## config.mk

```make
export PLATFORM = sky130hd
export DESIGN_NAME = scale_rate_bridge_flat
export DESIGN_NICKNAME = d
export VERILOG_FILES = /design/src/rtl/scale_pkg.sv /design/src/rtl/scale_rate_bridge_if.sv /design/src/rtl/scale_ce_gen.sv /design/src/rtl/scale_rate_bridge.sv /design/src/flat_wrapper.sv
export SDC_FILE = /design/constraint.sdc
export NUM_CORES = 1
export LEC_CHECK = 0
export ABC_AREA = 1
export BUFFER_PORTS_ARGS = -buffer_cell sky130_fd_sc_hd__buf_2
export CORE_MARGIN = 2
export CORE_UTILIZATION = 35
export CTS_CLUSTER_SIZE = 25
export DETAILED_ROUTE_END_ITERATION = 16
export SYNTH_ARGS = -nofsm -noshare
export SYNTH_HDL_FRONTEND = slang
export SYNTH_SLANG_ARGS = --single-unit
```

## constraint.sdc

```tcl
create_clock -name pclk -period 5.2 [get_ports pclk]
set_input_delay 0.52 -clock pclk [delete_from_list [all_inputs] [get_ports pclk]]
set_output_delay 0.52 -clock pclk [all_outputs]
set_load 0.005 [all_outputs]
```

## src/rtl/scale_pkg.sv

```systemverilog
// Shared types and constants for the scale-path rate bridge.
// Pixel layout, divider limits and FIFO pointer sizing helpers.
package scale_pkg;

   localparam int CLK_DIV_MIN = 1;
   localparam int CLK_DIV_MAX = 8;
   localparam int PIX_W       = 24;

   typedef struct packed {
      logic             last;
      logic [PIX_W-1:0] data;
   } pixel_t;

   // One extra bit beyond the address distinguishes full from empty.
   function automatic int ptr_width(input int depth);
      return $clog2(depth) + 1;
   endfunction

   function automatic bit is_pow2(input int n);
      return (n >= 2) && ((n & (n - 1)) == 0);
   endfunction

endpackage

```

## src/rtl/scale_rate_bridge_if.sv

```systemverilog
// Pixel stream in and out of the rate bridge; slave is the bridge side.
interface scale_rate_bridge_if #(parameter int DATA_W = 24);

   logic              in_valid;
   logic              in_ready;
   logic [DATA_W-1:0] in_data;
   logic              in_last;
   logic              out_valid;
   logic              out_ready;
   logic [DATA_W-1:0] out_data;
   logic              out_last;

   modport slave  (input  in_valid, in_data, in_last, out_ready,
                   output in_ready, out_valid, out_data, out_last);
   modport master (output in_valid, in_data, in_last, out_ready,
                   input  in_ready, out_valid, out_data, out_last);

endinterface

```

## src/rtl/scale_ce_gen.sv

```systemverilog
// Free-running divide-by-CLK_DIVIDER clock-enable strobe, restartable by flush.
module scale_ce_gen
   import scale_pkg::*;
#(
   parameter int CLK_DIVIDER = 1
) (
   input  logic pclk,
   input  logic rst_n,
   input  logic flush,
   output logic ce_out
);

   localparam int            CW   = (CLK_DIVIDER > 1) ? $clog2(CLK_DIVIDER) : 1;
   localparam logic [CW-1:0] LAST = CW'(CLK_DIVIDER - 1);

   logic [CW-1:0] cnt, cnt_nxt;

   always_comb begin
      cnt_nxt = (cnt == LAST) ? '0 : cnt + 1'b1;
      if (flush) cnt_nxt = '0;
   end

   // Strobe is registered from the next count so it lines up with cnt == LAST.
   always_ff @(posedge pclk or negedge rst_n) begin
      if (!rst_n) begin
         cnt    <= '0;
         ce_out <= (CLK_DIVIDER == CLK_DIV_MIN);
      end else begin
         cnt    <= cnt_nxt;
         ce_out <= (cnt_nxt == LAST);
      end
   end

endmodule

```

## src/rtl/scale_rate_bridge.sv

```systemverilog
// Buffers a pclk pixel stream and releases at most one pixel per ce_out strobe
// so the scale module runs at 1/CLK_DIVIDER rate without a divided clock.
module scale_rate_bridge
   import scale_pkg::*;
#(
   parameter int CLK_DIVIDER = 1,
   parameter int DATA_W      = 24,
   parameter int DEPTH       = 4
) (
   input  logic                          pclk,
   input  logic                          rst_n,
   input  logic                          flush,
   scale_rate_bridge_if.slave            bus,
   output logic                          ce_out,
   output logic [ptr_width(DEPTH)-1:0]   level
);

   localparam int PW = ptr_width(DEPTH);
   localparam int AW = PW - 1;

   if (CLK_DIVIDER < CLK_DIV_MIN || CLK_DIVIDER > CLK_DIV_MAX) begin : g_bad_div
      $error("scale_rate_bridge: CLK_DIVIDER must be within 1..8");
   end
   if (!is_pow2(DEPTH)) begin : g_bad_depth
      $error("scale_rate_bridge: DEPTH must be a power of two, at least 2");
   end

   typedef struct packed {
      logic              last;
      logic [DATA_W-1:0] data;
   } entry_t;

   entry_t        mem [DEPTH];
   logic [PW-1:0] wr_ptr, rd_ptr;
   logic          full, empty, push, pop;

   scale_ce_gen #(.CLK_DIVIDER(CLK_DIVIDER)) u_ce (
      .pclk   (pclk),
      .rst_n  (rst_n),
      .flush  (flush),
      .ce_out (ce_out)
   );

   assign full  = (wr_ptr[AW] != rd_ptr[AW]) && (wr_ptr[AW-1:0] == rd_ptr[AW-1:0]);
   assign empty = (wr_ptr == rd_ptr);

   // No bypass: a full FIFO refuses input even when the head leaves this cycle.
   assign bus.in_ready  = !full;
   assign bus.out_valid = !empty;
   assign push          = bus.in_valid && !full && !flush;
   assign pop           = ce_out && !empty && bus.out_ready;

   assign bus.out_data  = mem[rd_ptr[AW-1:0]].data;
   assign bus.out_last  = mem[rd_ptr[AW-1:0]].last;
   assign level         = wr_ptr - rd_ptr;

   always_ff @(posedge pclk or negedge rst_n) begin
      if (!rst_n) begin
         wr_ptr <= '0;
         rd_ptr <= '0;
      end else if (flush) begin
         wr_ptr <= '0;
         rd_ptr <= '0;
      end else begin
         if (push) wr_ptr <= wr_ptr + 1'b1;
         if (pop)  rd_ptr <= rd_ptr + 1'b1;
      end
   end

   // Storage is cleared only by reset so the head reads zero afterwards; flush leaves it.
   always_ff @(posedge pclk or negedge rst_n) begin
      if (!rst_n) begin
         for (int i = 0; i < DEPTH; i++) mem[i] <= '0;
      end else if (push) begin
         mem[wr_ptr[AW-1:0]] <= '{last: bus.in_last, data: bus.in_data};
      end
   end

   a_no_pop_empty: assert property (@(posedge pclk) disable iff (!rst_n) !(pop && empty));
   a_no_push_full: assert property (@(posedge pclk) disable iff (!rst_n) !(push && full));

endmodule

```

## src/flat_wrapper.sv

```systemverilog
// flat-port wrapper written by rule: the top's interface ports become plain ports
module scale_rate_bridge_flat import scale_pkg::*;
#(
   parameter int CLK_DIVIDER = 1,
   parameter int DATA_W      = 24,
   parameter int DEPTH       = 4
)
  (pclk, rst_n, flush, ce_out, level, bus_in_valid, bus_in_data, bus_in_last, bus_out_ready, bus_in_ready, bus_out_valid, bus_out_data, bus_out_last);
  scale_rate_bridge_if #(.DATA_W(DATA_W)) bus_i ();
  input  logic pclk;
  input  logic rst_n;
  input  logic flush;
  output logic ce_out;
  output logic [ptr_width(DEPTH)-1:0] level;
  input wire logic [$bits(bus_i.in_valid)-1:0] bus_in_valid;
  input wire logic [$bits(bus_i.in_data)-1:0] bus_in_data;
  input wire logic [$bits(bus_i.in_last)-1:0] bus_in_last;
  input wire logic [$bits(bus_i.out_ready)-1:0] bus_out_ready;
  output wire logic [$bits(bus_i.in_ready)-1:0] bus_in_ready;
  output wire logic [$bits(bus_i.out_valid)-1:0] bus_out_valid;
  output wire logic [$bits(bus_i.out_data)-1:0] bus_out_data;
  output wire logic [$bits(bus_i.out_last)-1:0] bus_out_last;
  assign bus_i.in_valid = bus_in_valid;
  assign bus_i.in_data = bus_in_data;
  assign bus_i.in_last = bus_in_last;
  assign bus_i.out_ready = bus_out_ready;
  assign bus_in_ready = bus_i.in_ready;
  assign bus_out_valid = bus_i.out_valid;
  assign bus_out_data = bus_i.out_data;
  assign bus_out_last = bus_i.out_last;
  scale_rate_bridge #(.CLK_DIVIDER(CLK_DIVIDER), .DATA_W(DATA_W), .DEPTH(DEPTH)) u_core (.pclk(pclk), .rst_n(rst_n), .flush(flush), .bus(bus_i), .ce_out(ce_out), .level(level));
endmodule
```

### Word-level counts from Yosys, hierarchy flattened

Index checks and enable logic that the tools add are counted.

* bits of input ports: 30
* memories: 0
* output and inout bits: 31
* memory bits (writable): 0
* bits in latches: 0
* ROM bits: 0
* flip-flop bits (word level): 108
* logic and storage cells: 48

* add/sub/neg operators: 4
* reductions and logical operators: 11
* shifts and indexed selects: 0
* multiplexer cells: 12
* equality and inequality tests: 3
* bitwise operators: 3
* $mul: 0
* div/mod/pow operators: 0
* order comparisons: 3

Operators with widths (number)
* bitwise mux 100 bit: 1
* two-way mux 25 bit: 3
* binary-select mux 25 bit (select 2 bit): 1
* demux 25 bit (select 2 bit): 1
* two-way mux 3 bit: 4
* adder 3 x 1 -> 3 bit (second input constant): 2
* greater-or-equal comparator 3 bit (second input constant): 2
* logical AND 1 bit: 6
* NOT 2 -> 3 bit: 2
* nonzero test 2 bit: 2
* == test 3 bit: 1
* logical NOT 1 bit: 3
* < comparator 3 x 1 -> 1 bit (second input constant): 1
* subtractor 3 bit: 1
* == test 2 bit: 1
* two-way mux 1 bit: 2
* adder 1 bit (second input constant): 1
* != test 1 bit: 1
* NOT 1 bit: 1

### Depth between registers and ports, before layout

* depth after elaboration: 7
* depth in mapped cells: 11
* gate-level depth less buffers: 9

### Cells and area by module

Synthesis repeated with hierarchy kept, for this count alone.

* cells, all modules: 627
* area total of the unflattened synthesis: 4982.3 µm²

By module, submodules not included
* scale_rate_bridge: cells each 625, area each 4971.0 µm², times used 1, sequential area each 2652.5 µm²
* scale_ce_gen: cells each 2, area each 11.3 µm², times used 1, sequential area each 0.0 µm²

### Worst setup path after synthesis

No wires, ideal clock.

* path type: register to register
* start: reg u_core.rd_ptr[1]
* end: reg u_core.mem[10] (netlist bit)
* arrival time: 1.839 ns
* required time: 5.084 ns
* buffers on the path: 2
* clock period less this slack: 1.955 ns
* setup time: 0.116 ns
* cell stages (with the launch flop): 11
* setup slack: 3.245 ns
* cell sequence: dfrtp_1 inv_1 clkbuf_1 ha_1 nand2_1 inv_1 nand3_4 nand4_1 buf_4 nand2_1 nand2_1

* word-level cells in the longest chain between the ends: 5

RTL lines
* start: declaration: line scale_rate_bridge.sv:34 `logic [PW-1:0] wr_ptr, rd_ptr;`
* start signal: assignment: line scale_rate_bridge.sv:66 `if (pop) rd_ptr <= rd_ptr + 1'b1;`
* == test 2 bit: line scale_rate_bridge.sv:44 `assign full = (wr_ptr[AW] != rd_ptr[AW]) && (wr_ptr[AW-1:0] == rd_ptr[AW-1:0]);`
* logical AND 1 bit: line scale_rate_bridge.sv:44
* logical NOT 1 bit
* named net bus_in_ready: line flat_wrapper.sv:19 `output wire logic [$bits(bus_i.in_ready)-1:0] bus_in_ready;`
* logical AND 1 bit (2 in a row): line scale_rate_bridge.sv:50 `assign push = bus.in_valid && !full && !flush;`
* end signal: indexed assignment: line scale_rate_bridge.sv:75 `mem[wr_ptr[AW-1:0]] <= '{last: bus.in_last, data: bus.in_data};`
* end: declaration: line scale_rate_bridge.sv:33 `entry_t mem [DEPTH];`

The timed path passes the listed nets, and every way through them passes these cells.
A chain may end at the register's enable or synchronous reset.

### Worst setup path after layout

* start: reg u_core.rd_ptr[0]
* end: out bus_out_data[5]

* word-level cells in the longest chain between the ends: 4

RTL lines
* NOT 2 -> 3 bit (implied by the code): line scale_rate_bridge.sv:53 `assign bus.out_data = mem[rd_ptr[AW-1:0]].data;`
* binary-select mux 25 bit (select 2 bit): line scale_rate_bridge.sv:53
* two-way mux 25 bit (implied by the code) (2 in a row): line scale_rate_bridge.sv:53
* end: declaration: line flat_wrapper.sv:21 `output wire logic [$bits(bus_i.out_data)-1:0] bus_out_data;`

No other way between the ends. The select of a mux whose other input is x is not followed.

==> flow_metrics.py <==
metrics = {
    "placement": {
        "post-place-ws_ns": 2.339,
        "portBuffers": 59,
        "gp_congestion": 0.8191,
        "dp_hpwl_mm": 8.003,
    },
    "layout": {
        "area_growth_pct": 13.60,
        "nFillCells": 1400,
        "fin_util_pct": 40.74,
        "drive_above_1_share_pct": 13.33,
        "antenna_cells": 0,
        "nets": 708,
    },
    "synth": {
        "synth_edf_count": 0,
        "ys_seq_area_share_pct": 53.08,
        "yosys.area.top_type": "dfrtp_1",
        "synth_top_area_share_pct": 53.08,
        "synth_fp_nets": 663,
        "ys_warn_count": 0,
        "yosys_register_bits": 106,
        "syn_inst": 625,
        "avgSynthCellArea_um2": 7.996,
        "postSynth.asyncResetShare_pct": 100.0,
        "synthTopCellsByArea": "dfrtp_1 (53%), nand2_1 (23%), o21ai_0 (5.3%), nor2_1 (3.8%), o22ai_1 (3.1%)",
        "syn_area_mm2": 0.004997,
        "synth_cell_types": 22,
        "ys.flop_type": "dfrtp_1",
    },
    "power_and_ir_drop": {
        "intPower_w": 0.001710,
        "ir_drop_v": 0.0001795,
        "seqPwrFrac_pct": 47.2,
        "power.share.combinational_pct": 24.1,
        "p_per_area_mw_per_mm2": 439.5,
        "finalPower_w": 0.002495,
        "p_switching_w": 0.0007847,
        "p_leak_nw": 3.073,
        "swShare_pct": 31.45,
        "p_clk_share_pct": 28.6,
    },
    "global_route": {
        "grt_use_total_pct": 18.05,
        "grt_overflow_total": 0,
        "antenna_found_initial": 0,
        "grt_max_degree": 60,
        "grt_pass1_wl_mm": 21.40,
        "first_global_vias": 4189,
    },
    "timing": {
        "tightest_slew_ns": 0.7887,
        "fin_ws_ns": 2.200,
        "relSlewSlack_pct": 47.42,
        "final_max_slew_viol_count": 0,
        "finalSetupViolCount": 0,
        "fmax_mhz": 333.4,
        "rsz0062_at_grt": "false",
        "setup_tns_ns": 0,
        "post-route-period-util_pct": 57.68,
        "hold_viol": 0,
        "fin_skew_ns": 0.006059,
        "period_minus_slack_ns": 3.000,
    },
    "detailed_routing": {
        "drc": 0,
        "ant_nets": 0,
        "vias": 4188,
        "first_pass_iters": 5,
        "drtIter0Drc": 315,
        "wl_mm": 12.94,
        "routedWlPerCell_um": 15.13,
        "viasPerCell": 4.898,
    },
    "setup_path": {
        "crit_type": "reg2out",
        "crit_path_end": "bus_out_data[5]",
        "worst-path-max-fanout": 51,
        "r2r.worst_path.cells": 10,
        "r2r-start": "u_core.rd_ptr[1]$_DFFE_PN0P_",
        "regToRegEndpoint": "u_core.mem[3]$_DFFE_PN0P_",
        "worstPathCellList": "buf_4, inv_1, buf_4, o21ai_0, o22ai_1, buf_2",
        "crit_arrival_ns": 2.48,
        "cp-start-kind": "flip-flop",
        "startpoint": "u_core.rd_ptr[0]$_DFFE_PN0P_",
        "slowest_delay_ns": 0.61,
        "required_ns": 4.68,
        "r2r_setup_slack_ns": 2.31,
        "worstSetupEndpointType": "primary output",
        "cp_common_cell": "buf_4",
        "critPathSlowestCell": "dfrtp_1",
    },
    "clock_tree": {
        "h-tree-depth": 3,
        "post_cts_buffers": 0,
        "clk_latency_ns": 0.35,
        "cts_tree": "done",
        "holdBufCountCts": 0,
        "path_clk_slew_ns": 0.07,
        "cts_buffers": 9,
        "cts.sinks": 106,
        "clock_path_buffers": 2,
        "cts_resized": 0,
        "root_buffer": "clkbuf_16",
    },
    "floorplan": {
        "die_w_um": 123.5,
        "placementRows": 43,
        "coreArea_mm2": 0.01393,
        "start_util_pct": 35.86,
        "num_io_pins": 61,
        "dieArea_mm2": 0.01525,
        "fp.dieH_um": 123.5,
    },
    "worst_hold_path": {
        "worstHoldPathType": "in2async",
    },
    "run": {
        "maxCapViolCount": 0,
    },
    "outcome": {
        "status": "completed",
    },
}
[critical path, delay by kind of cell (launching register included)]
kind | cells | cell delay [ns]
DFF | 1 | 0.61
AOI/OAI and AO/OA | 2 | 0.42
buffers and inverters | 4 | 1.10
[layer usage]
layer | vias up | part of all wire, % | global-route usage, %
met5 | - | 0 | 0
met4 | 0 | 1.4 | 6.250
met3 | 11 | 4.0 | 1.983
met2 | 86 | 47 | 29.29
met1 | 2031 | 47 | 25.13
li1 | 2060 | - | -
[layout make-up]
| type | instances | area, µm² | share of cell area (%) |
|---|---|---|---|
| Clock buffer | 12 | 266.5 | 4.695 |
| Multi-Input combinational cell | 471 | 2069 | 36.46 |
| Sequential cell | 106 | 2653 | 46.73 |
| Tap cell | 180 | 225.2 | 3.967 |
| Timing Repair Buffer | 67 | 357.8 | 6.304 |
| Clock inverter | 4 | 48.80 | 0.8596 |
| Inverter | 15 | 56.30 | 0.9918 |
[flip-flops by register name (all words and copies together), names as in the netlist]
register,count
u_core.mem,100
u_core.wr_ptr,3
u_core.rd_ptr,3
[cell families (layout without fill, tap and decap cells)]
kind of cell / count (synthesis) / count (layout) / share of synthesized area, %
compound gates: 80 / 80 / 8.638
xor+xnor: 3 / 3 / 0.5259
fa+ha+maj: 8 / 8 / 2.153
buf+inv: 48 / 98 / 5.508
flops: 106 / 106 / 53.08
other cells: 1 / 1 / 0.07504
simple gates: 379 / 379 / 30.02
[power by group through the flow]
stage	registers, W	logic, W	clock network, W
finish	0.00118	0.000602	0.000714
global placement	0.00118	0.000597	0
global route	0.00120	0.000699	0.000759
CTS	0.00117	0.000613	0.000729
detailed placement	0.00119	0.000609	0
floorplan	0.00115	0.000399	0
[how the worst min path moves through the flow]
| stage | start | end | slack, ns | depth (start not counted) |
|---|---|---|---|---|
| 2_1_floorplan | rst_n | u_core.mem[0]$_DFFE_PN0P_ | 0.22 | 0 |
| 3_3_place_gp | u_core.mem[42]$_DFFE_PN0P_ | u_core.mem[42]$_DFFE_PN0P_ | 0.46 | 2 |
| 3_5_place_dp | u_core.mem[38]$_DFFE_PN0P_ | u_core.mem[38]$_DFFE_PN0P_ | 0.46 | 2 |
| 4_1_cts | rst_n | u_core.mem[84]$_DFFE_PN0P_ | 0.27 | 1 |
| 5_1_grt | rst_n | u_core.mem[7]$_DFFE_PN0P_ | 0.32 | 1 |
| 6_report | rst_n | u_core.mem[81]$_DFFE_PN0P_ | 0.24 | 1 |
[metrics by stage]
stage / instance area, µm² / hold slack [ns] / std cells
2_1_floorplan: 4997 / 0.2244 / 625
3_3_place_gp: 5361 / 0.4563 / 839
3_5_place_dp: 5361 / 0.4598 / 839
4_1_cts: 5677 / 0.2736 / 855
5_1_grt: 5677 / 0.3214 / 855
6_report: 5677 / 0.2407 / 855
[synth_stat cells (4+ instances only)]
| cell | count |
|---|---|
| ha_1 | 7 |
| buf_6 | 8 |
| nand3_1 | 4 |
| nor2_4 | 4 |
| nor2_1 | 51 |
| buf_4 | 9 |
| clkbuf_1 | 12 |
| dfrtp_1 | 106 |
| inv_1 | 15 |
| nand4_1 | 5 |
| o22ai_1 | 25 |
| nand2_1 | 312 |
| o21ai_0 | 53 |
[cells in the final DEF (no fill, tap or decap), types with 2 or more instances in the layout]
cell | netlist | layout
nand2_1 | 312 | 312
dfrtp_1 | 106 | 106
buf_2 | 1 | 58
o21ai_0 | 53 | 53
nor2_1 | 51 | 51
o22ai_1 | 25 | 25
inv_1 | 15 | 15
clkbuf_16 | 0 | 9
buf_4 | 9 | 9
ha_1 | 7 | 7
nand4_1 | 5 | 5
nor2_4 | 4 | 4
nand3_1 | 4 | 4
clkbuf_8 | 0 | 3
nand3_4 | 2 | 2
a21oi_1 | 2 | 2
xor2_1 | 2 | 2
clkinv_2 | 0 | 2
Power figures use the tool's default switching activity.
